==> config.mk <==
export PLATFORM = sky130hd
export DESIGN_NAME = muldiv_execute_unit
export DESIGN_NICKNAME = d
export VERILOG_FILES = /design/src/rtl/muldiv_execute_unit.sv
export SDC_FILE = /design/constraint.sdc
export NUM_CORES = 1
export LEC_CHECK = 0
export ABC_AREA = 1
export CAP_MARGIN = 20
export CORE_ASPECT_RATIO = 2
export CORE_MARGIN = 2
export CORE_UTILIZATION = 25
export CTS_CLUSTER_SIZE = 10
export DETAILED_ROUTE_END_ITERATION = 7
export GPL_TIMING_DRIVEN = 0
export PLACE_DENSITY = 0.45
export SETUP_SLACK_MARGIN = 0.05
export SYNTH_ARGS = -nofsm -noshare
export SYNTH_HDL_FRONTEND = slang
export SYNTH_SLANG_ARGS = --single-unit
export TNS_END_PERCENT = 30
==> constraint.sdc <==
create_clock -name clk -period 7.3 [get_ports clk]
set_input_delay 0.73 -clock clk [delete_from_list [all_inputs] [get_ports clk]]
set_output_delay 0.73 -clock clk [all_outputs]
set_load 0.03 [all_outputs]
==> src/rtl/muldiv_execute_unit.sv <==
// muldiv_execute_unit: iterative RV32M multiply/divide for the execute stage.
// One radix-2 step per cycle on unsigned magnitudes, with sign fixup folded
// into the final step so result_o is registered on the edge entering DONE.
module muldiv_execute_unit #(
    parameter int XLEN = 32
) (
    input  logic            clk,
    input  logic            rst,
    input  logic            valid_i,
    input  logic [2:0]      funct3_i,
    input  logic [XLEN-1:0] op_a_i,
    input  logic [XLEN-1:0] op_b_i,
    input  logic [4:0]      rd_i,
    input  logic            flush_i,
    output logic            busy_o,
    output logic            stall_o,
    output logic            done_o,
    output logic [XLEN-1:0] result_o,
    output logic [4:0]      rd_o
);

    localparam int CW = $clog2(XLEN);

    localparam logic [1:0] S_IDLE = 2'd0;
    localparam logic [1:0] S_PREP = 2'd1;
    localparam logic [1:0] S_CALC = 2'd2;
    localparam logic [1:0] S_DONE = 2'd3;

    logic [1:0]        state;
    logic [2:0]        f3_q;
    logic [4:0]        rd_q;
    logic [XLEN-1:0]   a_q, b_q;     // raw operands as accepted
    logic [XLEN-1:0]   ma, mb;       // operand magnitudes
    logic              neg_q;        // product/quotient must be negated
    logic              nrem_q;       // remainder takes dividend's (negative) sign
    logic [2*XLEN-1:0] acc;          // product, or {remainder, quotient}
    logic [CW-1:0]     cnt;

    logic              is_div, sgn_a, sgn_b, a_neg, b_neg, div_zero, div_ovf;
    logic [2*XLEN-1:0] mul_step, div_step, acc_nxt, prod;
    logic [XLEN:0]     rem_sh;
    logic [XLEN-1:0]   trial, quo, rem, final_res, special_res;

    // Operand sign classification and the two PREP-time special cases
    always_comb begin
        is_div   = f3_q[2];
        sgn_a    = (f3_q == 3'b001) || (f3_q == 3'b010) || (f3_q == 3'b100) || (f3_q == 3'b110);
        sgn_b    = (f3_q == 3'b001) || (f3_q == 3'b100) || (f3_q == 3'b110);
        a_neg    = sgn_a && a_q[XLEN-1];
        b_neg    = sgn_b && b_q[XLEN-1];
        div_zero = is_div && (b_q == '0);
        div_ovf  = is_div && !f3_q[0] && (a_q == {1'b1, {(XLEN-1){1'b0}}}) && (b_q == '1);
        // div-by-zero: quotient all ones, remainder = dividend; overflow: quotient = min int, remainder 0
        if (div_zero)
            special_res = f3_q[1] ? a_q : '1;
        else
            special_res = f3_q[1] ? '0 : {1'b1, {(XLEN-1){1'b0}}};
    end

    // One radix-2 step: MSB-first shift-add for multiply, restoring shift-subtract for divide
    always_comb begin
        mul_step = {acc[2*XLEN-2:0], 1'b0} + (mb[cnt] ? {{XLEN{1'b0}}, ma} : '0);
        rem_sh   = {acc[2*XLEN-1:XLEN], ma[cnt]};
        // when rem_sh >= mb the difference is < mb, so XLEN bits are enough
        trial    = rem_sh[XLEN-1:0] - mb;
        if (rem_sh >= {1'b0, mb})
            div_step = {trial, acc[XLEN-2:0], 1'b1};
        else
            div_step = {rem_sh[XLEN-1:0], acc[XLEN-2:0], 1'b0};
        acc_nxt = is_div ? div_step : mul_step;
    end

    // Sign fixup and result selection applied to the value produced by the last step
    always_comb begin
        prod = neg_q  ? -acc_nxt : acc_nxt;
        quo  = neg_q  ? -acc_nxt[XLEN-1:0] : acc_nxt[XLEN-1:0];
        rem  = nrem_q ? -acc_nxt[2*XLEN-1:XLEN] : acc_nxt[2*XLEN-1:XLEN];
        case (f3_q)
            3'b000:                 final_res = prod[XLEN-1:0];
            3'b001, 3'b010, 3'b011: final_res = prod[2*XLEN-1:XLEN];
            3'b100, 3'b101:         final_res = quo;
            default:                final_res = rem;
        endcase
    end

    // Control FSM plus datapath registers; flush drops the op without touching result_o
    always_ff @(posedge clk or posedge rst) begin
        if (rst) begin
            state    <= S_IDLE;
            f3_q     <= '0;
            rd_q     <= '0;
            a_q      <= '0;
            b_q      <= '0;
            ma       <= '0;
            mb       <= '0;
            neg_q    <= 1'b0;
            nrem_q   <= 1'b0;
            acc      <= '0;
            cnt      <= '0;
            result_o <= '0;
            rd_o     <= '0;
        end else begin
            case (state)
                S_IDLE: begin
                    if (valid_i && !flush_i) begin
                        f3_q  <= funct3_i;
                        rd_q  <= rd_i;
                        a_q   <= op_a_i;
                        b_q   <= op_b_i;
                        state <= S_PREP;
                    end
                end
                S_PREP: begin
                    if (flush_i) begin
                        state <= S_IDLE;
                    end else begin
                        ma     <= a_neg ? -a_q : a_q;
                        mb     <= b_neg ? -b_q : b_q;
                        neg_q  <= a_neg ^ b_neg;
                        nrem_q <= a_neg;
                        acc    <= '0;
                        cnt    <= CW'(XLEN-1);
                        if (div_zero || div_ovf) begin
                            result_o <= special_res;
                            rd_o     <= rd_q;
                            state    <= S_DONE;
                        end else begin
                            state <= S_CALC;
                        end
                    end
                end
                S_CALC: begin
                    if (flush_i) begin
                        state <= S_IDLE;
                    end else begin
                        acc <= acc_nxt;
                        cnt <= cnt - 1'b1;
                        if (cnt == '0) begin
                            result_o <= final_res;
                            rd_o     <= rd_q;
                            state    <= S_DONE;
                        end
                    end
                end
                default: state <= S_IDLE;
            endcase
        end
    end

    // Status outputs derived from registered state; stall covers the accept cycle too
    always_comb begin
        busy_o  = (state != S_IDLE);
        done_o  = (state == S_DONE);
        stall_o = ((state == S_IDLE) && valid_i && !flush_i) || (state == S_PREP) || (state == S_CALC);
    end

endmodule

=== After elaboration in Yosys (flattened, before gate mapping) ===
Index checks and enable logic that the tools add are counted.
Widths: inputs -> output; s select.

* $add $sub $neg: 8
* Magnitude comparators: 2
* Equality and inequality tests: 17
* Mux-type cells: 38
* Bitwise gates (word level): 2
* Reduce and logical (&&, ||, !) cells: 32

{| class="wikitable"
|+ Operators with widths
! kind !! number
|-
| $mux 32 || 12
|-
| $mux 64 || 5
|-
| $neg 32->32 || 4
|-
| $pmux 64 s2 || 1
|-
| $pmux 32 s3 || 1
|-
| $add 64x32->64 || 1
|-
| $eq 32x32->1 const B || 2
|-
| $neg 64->64 || 1
|-
| $pmux 32 s2 || 1
|-
| $ge 33x32->1 || 1
|-
| $logic_not 32->1 || 1
|-
| $sub 32x32->32 || 1
|-
| $mux 5 || 6
|-
| $pmux 5 s2 || 2
|-
| $bmux 1 s5 || 2
|-
| $ne 2x2->1 const B || 5
|-
| $eq 3x3->1 const B || 3
|-
| $logic_and 1x1->1 || 9
|-
| $logic_or 1x1->1 || 8
|-
| $mux 2 || 4
|-
| $eq 3x2->1 const B || 2
|-
| $lt 5x6->1 const B || 1
|-
| $pmux 2 s3 || 1
|-
| $reduce_and 2->1 || 3
|-
| other kinds (17) || 22
|}

* Flip-flop bits (word level): 246
* Output and inout port bits: 40
* Logic and storage cells: 112

=== Longest topological paths before layout ===
* Word-level depth: 11
* Mapped depth: 41
* Depth with buffers taken out: 40

=== Least setup slack after synthesis ===
No wires, ideal clock.

* Kind: register to register
* Start: register cnt[0]
* End: register result_o[18]
* Setup time: 0.073 ns
* Arrival time: 4.215 ns
* Required time: 7.227 ns
* Path slack: 3.012 ns
* Stages on the path, launching flop included: 36
* Path through: dfrtp_1 buf_2 inv_2 buf_2 a21oi_1 o21ai_0 nand3_1 nand3_1 nand2_1 nand2_1 clkbuf_1 nor2_1 ha_1 fa_1 nand3_1 nand2_2 nand2_1 nand2_1 nand2_1 nand2_1 nand2_1 nand2_1 nand2_1 nand3_1 nand2_1 ha_1 nand2_1 o21ai_0 nand2_1 nor2_4 nand2_1 nand2_1 nand3_1 nand2_1 nand2_1 a21oi_2

* Word-level cells in the longest chain between the ends: 11

{| class="wikitable"
|+ RTL lines
! element !! RTL line !! text
|-
| start, declared || 37 || <nowiki>logic [CW-1:0] cnt;</nowiki>
|-
| start signal, assigned || 122 || <nowiki>cnt <= CW'(XLEN-1);</nowiki>
|-
| start signal, assigned || 137 || <nowiki>cnt <= cnt - 1'b1;</nowiki>
|-
| $bmux 1 s5, on equally long branches || 62, 63 ||
|-
| $mux 1, on equally long branches || 62, 63 ||
|-
| $mux 32 (tied with other cells) || 62 || <nowiki>mul_step = {acc[2*XLEN-2:0], 1'b0} + (mb[cnt] ? {{XLEN{1'b0}}, ma} : '0);</nowiki>
|-
| $add 64x32->64 / $mux 64 (equally long branches) || 62, 66 ||
|-
| $mux 64 || 70 || <nowiki>acc_nxt = is_div ? div_step : mul_step;</nowiki>
|-
| $neg 64->64 (tied with other cells) || 75 || <nowiki>prod = neg_q ? -acc_nxt : acc_nxt;</nowiki>
|-
| $mux 64 (tied with other cells) || 75 ||
|-
| $pmux 32 s3 || 78 || <nowiki>case (f3_q)</nowiki>
|-
| $mux 32 || 138 || <nowiki>if (cnt == '0) begin</nowiki>
|-
| $mux 32 || 133 || <nowiki>if (flush_i) begin</nowiki>
|-
| $pmux 32 s2 || 103 || <nowiki>case (state)</nowiki>
|-
| end signal, assigned || 124 || <nowiki>result_o <= special_res;</nowiki>
|-
| end signal, assigned || 139 || <nowiki>result_o <= final_res;</nowiki>
|-
| end, declared || 18 || <nowiki>output logic [XLEN-1:0] result_o,</nowiki>
|}

Several ways; a longest one is shown, not always the timed one. The select of a mux whose other input is x is not followed.
A chain may end at the register's enable or synchronous reset.

=== Worst setup path in the final report ===
* Start: register cnt[2]
* End: register result_o[14]

Same word-level chain as after synthesis.

==> reports/metrics.yaml <==
cts:
  clock_latency_ns: 0.61
  clk_path_buf_depth: 3
  cts_root_buffer: "clkbuf_16"
  clk_pin_slew_worst_paths_ns: 0.06
  cts_tree: "built"
  cts_hold_buf: 0
  cts.sinks: 246
  cts_setup_buffers: 0
  numCtsBuffers: 30
  cts_max_level: 1
  post_cts_resized: 0
yosys:
  synth-seq-cells: 246
  synth_area_um2: 23200
  yosys.area.top_type: "dfrtp_1"
  synth_area_leaders: "dfrtp_1 27%, nand2_1 20%, inv_1 9.5%, nand3_1 7.8%, nor2_1 7.3%"
  ys_seq_area_share_pct: 26.6
  synth_cell_types: 46
  avgSynthCellArea_um2: 5.91
  synth_top_area_share_pct: 26.6
  ys_async_sr_fraction_pct: 100
  synth_cells: 3923
  synth_ff_type: "dfrtp_1"
  synth-edff-count: 0
  yosys_warnings: 0
  syn_nets: 4071
worst_hold_path:
  hp-class: "reg -> reg"
  hold_end: "mb[10]"
  whs_path_depth: 2
  worstHoldStart: "mb[10]"
timing:
  post-route-period-util_pct: 95.7
  relSlewSlack_pct: 21.8
  report.final.slew_viol_count: 0
  rsz0062_at_grt: "no"
  fmax_mhz: 143
  setup-tns-final_ns: 0
  min_period_ns: 6.99
  finalSetupViolations: 0
  finClkSkew_ns: 0.0249
  hold_viol: 0
  tightestPinTransition_ns: 1.17
placed_design:
  io_buffers: 115
  gp_congestion: 0.987
  dp_hpwl_um: 109000
route:
  vias: 26200
  finalWirelength_um: 129000
  post_drt_wl_per_cell_um: 24.4
  first_pass_iters: 6
  drt_iter0_markers: 2165
  viasPerCell: 4.95
  route.detailed.drc: 0
  detail-route-antenna-nets: 0
critical_path:
  crit_start: "cnt[2]"
  critPathKind: "reg -> reg"
  timing.rr.end: "result_o[14]"
  cp_common_cell: "nand2_1"
  slowest_delay_ns: 0.41
  start_kind: "flop"
  cp_slowest_cell: "ha_1"
  worstPathRequired_ns: 7.78
  rrSetupSlack_ns: 0.31
  end_kind: "flop"
  worstPathArrival_ns: 7.47
  critPathMaxFanout: 10
  rr_worst_depth: 38
  reg2reg_from: "cnt[2]"
finish:
  n_antenna_cell: 0
  synthToLayoutAreaGrowth_pct: 15.8
  nNetsFinal: 4225
  layout-drive-gt1-share_pct: 4.99
grt:
  overflow: 0
  grt_pass1_vias: 25800
  grtUsageTotal_pct: 26.9
  grt_max_degree: 40
  antenna_found_initial: 2
  grt_pass1_wl_um: 183000
outcome:
  status: "finished clean"
flow_run:
  max_cap_violations: 0
floorplanning:
  die_x_um: 219
  rows: 158
  core_area_um2: 92300
  initial_core_util_pct: 25.1
  die_h_um: 435
  die_area_um2: 95300
  num_io_pins: 116
per-stage QoR:
stage / hold WS, ns / util [%] / cell area, um^2 / cells / setup slack (ns)
floorplan: 0.453 / - / 23200 / 3923 / 3.01
global placement: 0.470 / 28.0 / 25800 / 5238 / 0.440
detailed placement: 0.476 / 28.1 / 26000 / 5245 / 0.497
CTS: 0.491 / 29.1 / 26900 / 5287 / 0.457
global route: 0.513 / 29.1 / 26900 / 5287 / 0.0815
finish: 0.487 / 29.1 / 26900 / 5287 / 0.314
registers in the layout (all words and copies together), names as in the netlist:
name      flops
acc          64
a_q          32
b_q          32
ma           32
mb           32
result_o     32
cnt           5
rd_o          5
rd_q          5
f3_q          3
state         2
neg_q         1
nrem_q        1
placed cells by master (no fill, tap or decap), drive strengths merged, types with 2 or more instances in the layout:
master	instances
a21oi	218
a31oi	10
and2	6
buf	49
clkbuf	120
clkdlybuf4s50	115
clkinv	6
dfrtp	246
fa	2
ha	70
inv	596
mux2	18
nand2	1259
nand3	372
nand3b	19
nand4	69
nor2	493
nor3	39
nor4	7
o211ai	19
o21ai	215
o21bai	2
o22ai	46
o31ai	4
or2	5
xnor2	19
xor2	56
kinds of logic after synthesis:
family	count (synthesis)	share of synthesized area [%]
adder cells (fa/ha/maj)	72	3.95
XOR/XNOR	75	2.83
buffers and inverters	724	12.0
flip-flops	246	26.6
multiplexers	18	0.874
AO/OA/AOI/OAI	519	12.1
AND/OR/NAND/NOR	2269	41.7
worst max-delay path by stage:
stage	endpoint	cells past startpoint	slack [ns]
after floorplan	result_o[18]	35	3.01
after global placement	result_o[14]	38	0.44
after global routing	result_o[14]	38	0.08
after detailed placement	result_o[14]	38	0.50
final	result_o[14]	38	0.31
after CTS	result_o[14]	38	0.46
final cells by class:
| class | count | area (um^2) |
|---|---|---|
| Multi-Input combinational cell | 2953 | 14200 |
| Tap cell | 1200 | 1500 |
| Clock inverter | 4 | 73.8 |
| Clock buffer | 38 | 801 |
| Timing Repair Buffer | 122 | 1290 |
| Fill cell | 10600 | 65500 |
| Buffer | 124 | 537 |
| Inverter | 600 | 2260 |
| Sequential cell | 246 | 6160 |
critical path, delay by kind of cell, from the launching register on:
family	cells	cell delay, ns
AND/OR/NAND/NOR	31	4.79
AO/OA/AOI/OAI	1	0.04
flip-flops	1	0.32
adder cells (fa/ha/maj)	2	0.62
XOR/XNOR	1	0.16
buffers and inverters	3	0.90
layer usage:
metal  vias up  track usage, %  wire length (um)
met5         -               0                12
met4         2            19.2             11000
met3       229            2.14              5560
met2       857            45.9             61200
met1     12300            31.5             51000
li1      12700               -                 -
synth_stat cells, types with 29 or more instances:
master    count
nor2_1      453
nand2_2      30
o22ai_1      46
dfrtp_1     246
ha_1         70
nand2_1    1225
nand4_1      69
inv_1       589
nor2_2       29
clkbuf_1     82
o21ai_0     198
nand3_1     362
nor3_1       33
xor2_1       56
a21oi_1     213
Power is left out: the tool's default activity adds up to more than one toggle a clock period on the data nets, which glitch-free logic cannot reach.
==> RTL change, RTL diff (same settings) <==
Set the parameter `XLEN` to 16 (it was 32).
--- a/src/rtl/muldiv_execute_unit.sv
+++ b/src/rtl/muldiv_execute_unit.sv
@@ -2,7 +2,7 @@
 // One radix-2 step per cycle on unsigned magnitudes, with sign fixup folded
 // into the final step so result_o is registered on the edge entering DONE.
 module muldiv_execute_unit #(
-    parameter int XLEN = 32
+    parameter int XLEN = 16
 ) (
     input  logic            clk,
     input  logic            rst,
Ports: changed (resized op_a_i, op_b_i and result_o); port bits go from 116 to 68. The function was not compared with the original's and may differ.
==> RTL change against the unedited design <==
Area after synthesis down 52%. Final area down 51%. Sequential share of layout area up 2.3 points. Synthesized cell count down 56%. Fmax up 37%. Die area down 51%. Sequential cell count down 113. Setup slack better by 1900 ps. Routed wire length down 61%. Critical endpoint is now result_o[12]. Largest cell class unchanged.
Power is not shown: default switching activity piles up to over one toggle a cycle in this logic, so the estimate is an artifact.
==> RTL change: results <==
set metrics [dict create \
    status "completed" \
    placedInstanceArea_um2 12600 \
    synth.area.mux_share_pct 0 \
    synth_fa_ha_area_share_pct 4.49 \
    cts_htree_levels 4 \
    reg2reg_depth 32 \
    largest_register_ffs 32 \
    cp.arrival_ps 5470 \
    hold_path_depth 2 \
    reg2reg_to "result_o[12]" \
    hold_start "mb[3]" \
    yosys-top-cells-area "dfrtp_1 30%, nand2_1 15%, inv_1 7.7%" \
    grt_pass1_wl_um 75300 \
    synth_compound_area_share_pct 12.8 \
    drt_iter0_markers 554 \
    synth_xor_area_share_pct 3.99 \
    vias 11737 \
    gp_congestion 1.02 \
    finClkSkew_ps 10.1 \
    drive_gt1_share_pct 8.29 \
    drt_wl_total_um 50800 \
    timing.fmax_mhz 196 \
    worstMarginPinSlew_ps 869 \
    holdWs_ps 483 \
    dpl.hpwl_um 42200 \
    maxCapViolations 0 \
    synth_common_cells "461 x nand2_1, 231 x inv_1, 183 x nor2_1" \
    nets 1904 \
    crit_slowest_cell "clkbuf_1" \
    root_buffer "clkbuf_16" \
    antenna_cells 0 \
    pre_cts_ws_ps 2290 \
    io_buffers 67 \
    largest_register "acc" \
    clk_pin_slew_ps 70 \
    clk_latency_ps 450 \
    r2r-start "cnt[2]" \
    synth_fp_nets 1817 \
    slowest_delay_ps 390 \
    antenna_found_initial 0 \
    synth-seq-area-share_pct 29.7 \
    cts_max_path_buffers 2 \
    worstHoldEndpoint "mb[3]" \
    grt_max_degree 93 \
    cts_buffers 17 \
    path_max_fanout 10 \
    rrSetupSlack_ps 2200 \
    cts_setup_buffers 0 \
    drtPass1Iterations 5 \
    hold_class "flip-flop to flip-flop" \
    ys_types 54 \
    grt_usage_pct 22.0 \
    ctsResizeCount 0 \
    finalSetupTns_ps 0 \
]
-- RTL change: changes by cell type in the layout (fill, tap and decap cells not counted), sizes merged, moves of 25 or more --
cell,unedited run,this run
clkdlybuf4s50,115,67
nand3,372,182
dfrtp,246,133
o21ai,215,98
ha,70,37
nor2,493,208
clkbuf,120,50
nand4,69,26
inv,596,256
o22ai,46,18
nand2,1259,486
a21oi,218,113
buf,49,24
nor3,39,13
-- RTL change: final cells by class --
class	count	area [um2]
fill	5018	31000
multi-input combinational	1292	6660
sequential	133	3330
inverter	253	956
timing repair buffer	68	698
tap	555	694
clock buffer	17	425
buffer	56	263
clock inverter	14	143
-- RTL change: logic make-up after synthesis --
family / count (synthesis)
compound gates: 262
simple gates: 940
flops: 133
xor+xnor: 51
buf+inv: 309
fa+ha+maj: 39
-- RTL change: worst max path at each step --
stage          startpoint      endpoint  cells past startpoint
2_1_floorplan         rst        a_q[0]                      1
3_5_place_dp       cnt[0]   result_o[5]                     26
5_1_grt            cnt[0]   result_o[5]                     26
3_3_place_gp          rst  result_o[12]                      2
4_1_cts            cnt[0]   result_o[5]                     26
6_report           cnt[2]  result_o[12]                     32
-- RTL change: per-stage QoR --
stage / std cells / utilization [%]
after global routing: 2388 / 29.8
final: 2388 / 29.8
after CTS: 2388 / 29.8
after floorplan: 1734 / -
after detailed placement: 2357 / 28.5
after global placement: 2356 / 28.4
-- RTL change: worst min-delay path, cell delays in order, from the launching register on --
cell     delay (ps)
dfrtp_1         340
nand2_1          50
o21ai_0          50
-- RTL change: layer usage --
layer | up-vias | track usage (%) | share of wire (%)
met2 | 341 | 44.6 | 56
met1 | 5481 | 18.3 | 31
met5 | - | 0 | 0
met3 | 176 | 2.25 | 2.5
li1 | 5739 | - | -
met4 | 0 | 19.0 | 10
